--- src/rtl/fetch_unit.sv ---
// fetch_unit: N-wide fetch stage; PC gen + one-outstanding imem bundle requests (imem_*), FIFO of instr/PC to decode (instr_*, deq_i, count_o), redirect flush, done_o; define FETCH_UNIT_STATS_EN for stall_cycles_o/killed_bundles_o
module fetch_unit #(
  parameter int PC_SIZE = 32,
  parameter int INSTR_SIZE = 32,
  parameter int FETCH_WIDTH = 2,
  parameter int QUEUE_DEPTH = 8,
  parameter logic [PC_SIZE-1:0] RESET_PC = '0
) (
  input  logic                                  clk_i,
  input  logic                                  rst_ni,
  output logic                                  imem_req_o,
  output logic [PC_SIZE-1:0]                    imem_addr_o,
  input  logic                                  imem_ready_i,
  input  logic                                  imem_rvalid_i,
  input  logic [FETCH_WIDTH*INSTR_SIZE-1:0]     imem_rdata_i,
  input  logic                                  imem_rdone_i,
  input  logic                                  redirect_i,
  input  logic [PC_SIZE-1:0]                    redirect_pc_i,
  output logic [FETCH_WIDTH-1:0]                instr_valid_o,
  output logic [FETCH_WIDTH*INSTR_SIZE-1:0]     instr_o,
  output logic [FETCH_WIDTH*PC_SIZE-1:0]        instr_pc_o,
  input  logic [$clog2(FETCH_WIDTH+1)-1:0]      deq_i,
  output logic [$clog2(QUEUE_DEPTH+1)-1:0]      count_o,
  output logic                                  done_o
`ifdef FETCH_UNIT_STATS_EN
  ,
  output logic [31:0]                           stall_cycles_o,
  output logic [31:0]                           killed_bundles_o
`endif
);
  localparam int PW = $clog2(QUEUE_DEPTH);
  localparam int CW = $clog2(QUEUE_DEPTH+1);
  localparam int OW = FETCH_WIDTH > 1 ? $clog2(FETCH_WIDTH) : 1;
  localparam logic [PC_SIZE-1:0] BUNDLE_BYTES = PC_SIZE'(FETCH_WIDTH*4);
  typedef enum logic [2:0] {IDLE, FETCH, WAIT, KILL, DONE} state_t;
  state_t state, state_d;
  logic [PC_SIZE-1:0] pc;
  logic [OW-1:0] offset;
  logic [CW-1:0] count, enq_n, deq_n;
  logic [PW-1:0] head, tail;
  logic [INSTR_SIZE-1:0] q_instr [QUEUE_DEPTH];
  logic [PC_SIZE-1:0] q_pc [QUEUE_DEPTH];
  logic req_fire, enq;
  assign imem_req_o = state == FETCH && (CW'(QUEUE_DEPTH) - count) >= CW'(FETCH_WIDTH);
  assign imem_addr_o = pc;
  assign req_fire = imem_req_o && imem_ready_i;
  assign enq = state == WAIT && imem_rvalid_i && !imem_rdone_i && !redirect_i;
  assign enq_n = enq ? CW'(FETCH_WIDTH) - CW'(offset) : '0;
  assign deq_n = redirect_i ? '0 : (CW'(deq_i) > count ? count : CW'(deq_i));
  assign count_o = count;
  assign done_o = state == DONE && count == '0;
  always_comb begin
    state_d = state;
    case (state)
      IDLE:  state_d = FETCH;
      FETCH: state_d = req_fire ? (redirect_i ? KILL : WAIT) : FETCH;
      WAIT:  state_d = redirect_i ? (imem_rvalid_i ? FETCH : KILL) :
                       !imem_rvalid_i ? WAIT : imem_rdone_i ? DONE : FETCH;
      KILL:  state_d = imem_rvalid_i ? FETCH : KILL;
      DONE:  state_d = redirect_i ? FETCH : DONE;
      default: state_d = IDLE;
    endcase
  end
  always_ff @(posedge clk_i or negedge rst_ni)
    if (!rst_ni) begin
      state <= IDLE;
      pc <= RESET_PC;
      offset <= '0;
      count <= '0;
      head <= '0;
      tail <= '0;
    end else begin
      state <= state_d;
      count <= redirect_i ? '0 : count + enq_n - deq_n;
      head <= redirect_i ? '0 : head + PW'(deq_n);
      tail <= redirect_i ? '0 : tail + PW'(enq_n);
      pc <= redirect_i ? redirect_pc_i & ~(BUNDLE_BYTES - 1'b1) : req_fire ? pc + BUNDLE_BYTES : pc;
      offset <= redirect_i ? (FETCH_WIDTH > 1 ? redirect_pc_i[OW+1:2] : '0) : enq ? '0 : offset;
    end
  always_ff @(posedge clk_i)
    for (int k = 0; k < FETCH_WIDTH; k++)
      if (enq && k >= int'(offset)) begin
        q_instr[tail + PW'(k) - PW'(offset)] <= imem_rdata_i[k*INSTR_SIZE +: INSTR_SIZE];
        q_pc[tail + PW'(k) - PW'(offset)] <= pc - BUNDLE_BYTES + PC_SIZE'(4*k);
      end
  for (genvar i = 0; i < FETCH_WIDTH; i++) begin : g_out
    assign instr_valid_o[i] = count > CW'(i);
    assign instr_o[i*INSTR_SIZE +: INSTR_SIZE] = q_instr[head + PW'(i)];
    assign instr_pc_o[i*PC_SIZE +: PC_SIZE] = q_pc[head + PW'(i)];
  end
`ifdef FETCH_UNIT_STATS_EN
  always_ff @(posedge clk_i or negedge rst_ni)
    if (!rst_ni) begin
      stall_cycles_o <= '0;
      killed_bundles_o <= '0;
    end else begin
      if (state == FETCH && !imem_req_o && stall_cycles_o != '1)
        stall_cycles_o <= stall_cycles_o + 1'b1;
      if (imem_rvalid_i && (state == KILL || (redirect_i && state == WAIT)) && killed_bundles_o != '1)
        killed_bundles_o <= killed_bundles_o + 1'b1;
    end
`endif
endmodule

--- config.mk ---
export PLATFORM = sky130hd
export DESIGN_NAME = fetch_unit
export DESIGN_NICKNAME = d
export VERILOG_FILES = /design/src/rtl/fetch_unit.sv
export SDC_FILE = /design/constraint.sdc
export NUM_CORES = 1
export LEC_CHECK = 0
export CAP_MARGIN = 20
export CORE_MARGIN = 5
export CORE_UTILIZATION = 60
export CTS_CLUSTER_SIZE = 12
export DETAILED_ROUTE_END_ITERATION = 10
export GPL_ROUTABILITY_DRIVEN = 0
export PLACE_DENSITY = 0.81
export SYNTH_ARGS = -nofsm -noshare
export SYNTH_HDL_FRONTEND = slang
export SYNTH_SLANG_ARGS = --single-unit
export TNS_END_PERCENT = 100
--- constraint.sdc ---
create_clock -name clk_i -period 17.24 [get_ports clk_i]
set_input_delay 3.448 -clock clk_i [delete_from_list [all_inputs] [get_ports clk_i]]
set_output_delay 3.448 -clock clk_i [all_outputs]
set_load 0.03 [all_outputs]
==> impl_metrics.yaml <==
placement:
  port_buffers: 262
  placed_cell_area_sq_mm: 0.0338
  hpwl_um: 45400
  dp.cells: 2688
sta:
  setup_violations: 0
  fmax_ghz: 0.125
  period_share_pct: 46.3
  fin_setup_tns_ns: 0
  finalCriticalPeriod_ns: 7.99
  tightest_slew_ns: 1.10
  rsz0062_at_grt: "false"
  slew_viol_final: 0
  relSlewSlack_pct: 26.5
  hold_viol: 0
  clock_skew_ns: 0.0221
power:
  power_leakage_nw: 11.6
  power_mw: 4.93
  ir_worst_vdd_mv: 0.186
  power_density_mw_per_mm2: 139
setup_path:
  timing.rr.start: "imem_addr_o[3]$_DFFE_PN0N_"
  r2r_slack_ns: 13.52
  critPathMaxStageDelay_ns: 0.85
  worstPathArrival_ns: 4.54
  crit_start: "head[0]$_DFF_PN0_"
  cp_top_family: "buffers and inverters"
  crit_buf_inv: 2
  path_depth: 5
  path_class: "flop to primary output"
  worstPathMaxFanout: 42
  critPathSlowestCell: "dfrtp_4"
  r2r_end: "q_pc[5][19]$_DFFE_PP_"
  crit_chain: "ha_4 > xor2_4 > buf_4 > mux2_2 > clkdlybuf4s50_1"
  reg2regPathDepth: 6
  crit_path_start_kind: "flop"
  worst_ep_required_time_ns: 13.79
  critPathCapture: "instr_o[63]"
  worst_setup_path_end_kind: "primary output"
clock_network:
  cts_resized: 0
  cts.sinks: 539
  clk_pin_slew_worst_paths_ns: 0.06
  cts_hold_buf: 0
  postCtsSetupRepairBufs: 0
  insertion_delay_ns: 0.61
  cts_tree: "yes"
  clockBufferDepth: 3
  cts_buffers: 56
  root_buffer: "clkbuf_16"
  cts_htree_levels: 2
layout:
  fillers: 3267
  drive_gt1_share_pct: 36.7
  layoutNonFillerInstCount: 2791
  final-seq-area_sq_mm: 0.0160
  syn2layout_area_growth_pct: 16.4
  layout_commonest_cell: "edfxtp_1"
  final_cell_area_sq_mm: 0.0355
  final_cell_mix: "496 x edfxtp_1, 386 x mux2_2, 260 x clkdlybuf4s50_1, 248 x mux4_2, 135 x xnor2_1"
  fin_nets: 2204
  multi_input_area_sq_mm: 0.0140
  finish.utilization_pct: 70.6
min_path:
  hp-start: "offset$_DFFE_PN0P_"
  hp-class: "flop to flop"
synth:
  synth-seq-cells: 539
  synth_area_sq_mm: 0.0305
  syn_area_per_cell_sq_um: 16.3
  yosys_warnings: 0
  synth_flop_cell: "edfxtp_1"
  async_flop_share_pct: 7.98
  synth-edff-count: 496
  synthDistinctLibCells: 54
  ys_top_cells_by_area: "edfxtp_1 49%, mux4_2 18%, mux2_2 14%"
  yosys.area.top_type: "edfxtp_1"
  syn_inst: 1873
  synth_top_area_share_pct: 48.8
  ys_seq_area_share_pct: 52.4
floorplan:
  fp.dieW_um: 235
  die_height_um: 235
  core_sq_mm: 0.0503
  ios: 272
  fp.dieArea_sq_mm: 0.0555
  std_cell_rows: 82
  initial_core_util_pct: 60.7
route:
  wl_met1_um: 30600
  via_count: 18100
  post_drt_wl_per_cell_um: 27.6
  top_layer_used: "met5"
  viasPerCell: 6.49
  finalWirelength_um: 76900
  first_pass_iters: 5
  route.met3.wl_um: 6220
  drtAntennaViolNets: 0
  drc: 0
  wl_met2_um: 38400
  drtIter0Drc: 1746
status:
  status: "finished, final reports clean"
run:
  maxCapViolCount: 0
grt:
  grt_pass1_vias: 19000
  track_usage_pct: 27.4
  grt_first_pass_wirelength_um: 116000
  overflow: 0
  grt_start_max_net_pins: 151
  antenna_found_initial: 4
worst min path at each step:
stage	end	slack, ns	cells past startpoint
floorplan	offset$_DFFE_PN0P_	0.55	2
global placement	offset$_DFFE_PN0P_	0.58	2
detailed placement	offset$_DFFE_PN0P_	0.63	2
CTS	offset$_DFFE_PN0P_	0.63	2
global route	offset$_DFFE_PN0P_	0.68	2
finish	offset$_DFFE_PN0P_	0.64	2
final cells by class:
| type | instances | share of cell area (%) |
|---|---|---|
| sequential | 539 | 45.0 |
| antenna | 3 | 0.0211 |
| tap | 672 | 2.37 |
| timing repair buffer | 297 | 8.19 |
| clock buffer | 78 | 4.29 |
| clock inverter | 21 | 0.398 |
| multi-input combinational | 1148 | 39.4 |
| inverter | 33 | 0.349 |
power by group:
group | leakage (nW) | switching [mW] | internal [mW]
clock | 0.816 | 0.492 | 0.641
sequential | 5.00 | 0.0989 | 1.47
combinational | 5.80 | 1.17 | 1.05
total | 11.6 | 1.76 | 3.17
registers in the layout, summed over array words and instances (netlist names):
register     cells
imem_addr_o     29
count_o          4
tail             3
offset           1
state            3
q_instr        256
q_pc           240
head             3
layer usage:
layer / up-vias / track usage, %
met1: 9386 / 38.3
met3: 106 / 4.64
met5: - / 0
met4: 4 / 6.47
met2: 828 / 46.0
li1: 7794 / -
synthesized netlist by cell type (3+ instances only):
cell and n:
dfrtp_1 43, a21oi_1 8, o31ai_1 4, fa_1 4, buf_2 4, nor2b_1 6, xor2_1 112, inv_1 32
or3_1 3, edfxtp_1 496, buf_4 7, o21ai_0 26, a2111oi_0 12, a31o_2 4, nand3_1 10, clkbuf_1 106
nor4_1 4, ha_1 21, mux4_2 248, xnor2_1 136, and4_1 5, buf_1 42, nand2_1 61, nor3_1 9
nand4_1 6, mux2_2 386, a211oi_1 15, nand2b_1 4, nor2_1 29, nor2_2 3
tightest hold or removal path, cell delays in order, from the launching register on:
cell and delay, ns:
dfrtp_1 0.42, o21ai_0 0.09, o21ai_0 0.08
through the flow:
stage / hold WS (ns) / setup WS (ns)
final: 0.636 / 9.25
after detailed placement: 0.626 / 9.77
after global placement: 0.585 / 9.79
after floorplan: 0.555 / 7.90
after global routing: 0.681 / 9.16
after CTS: 0.633 / 9.12
cell families (layout without fill, tap and decap cells):
group	after synthesis	after routing	synth area share, %
AOI/OAI and AO/OA	74	74	1.62
xor gates and xnor gates	248	248	7.12
adders and majority gates	25	25	1.12
buffers and inverters	192	429	2.47
DFF	539	539	52.4
muxes	635	635	32.6
other	1	10	0.0123
and+or+nand+nor	159	159	2.71
(Power assumes the default switching activity.)
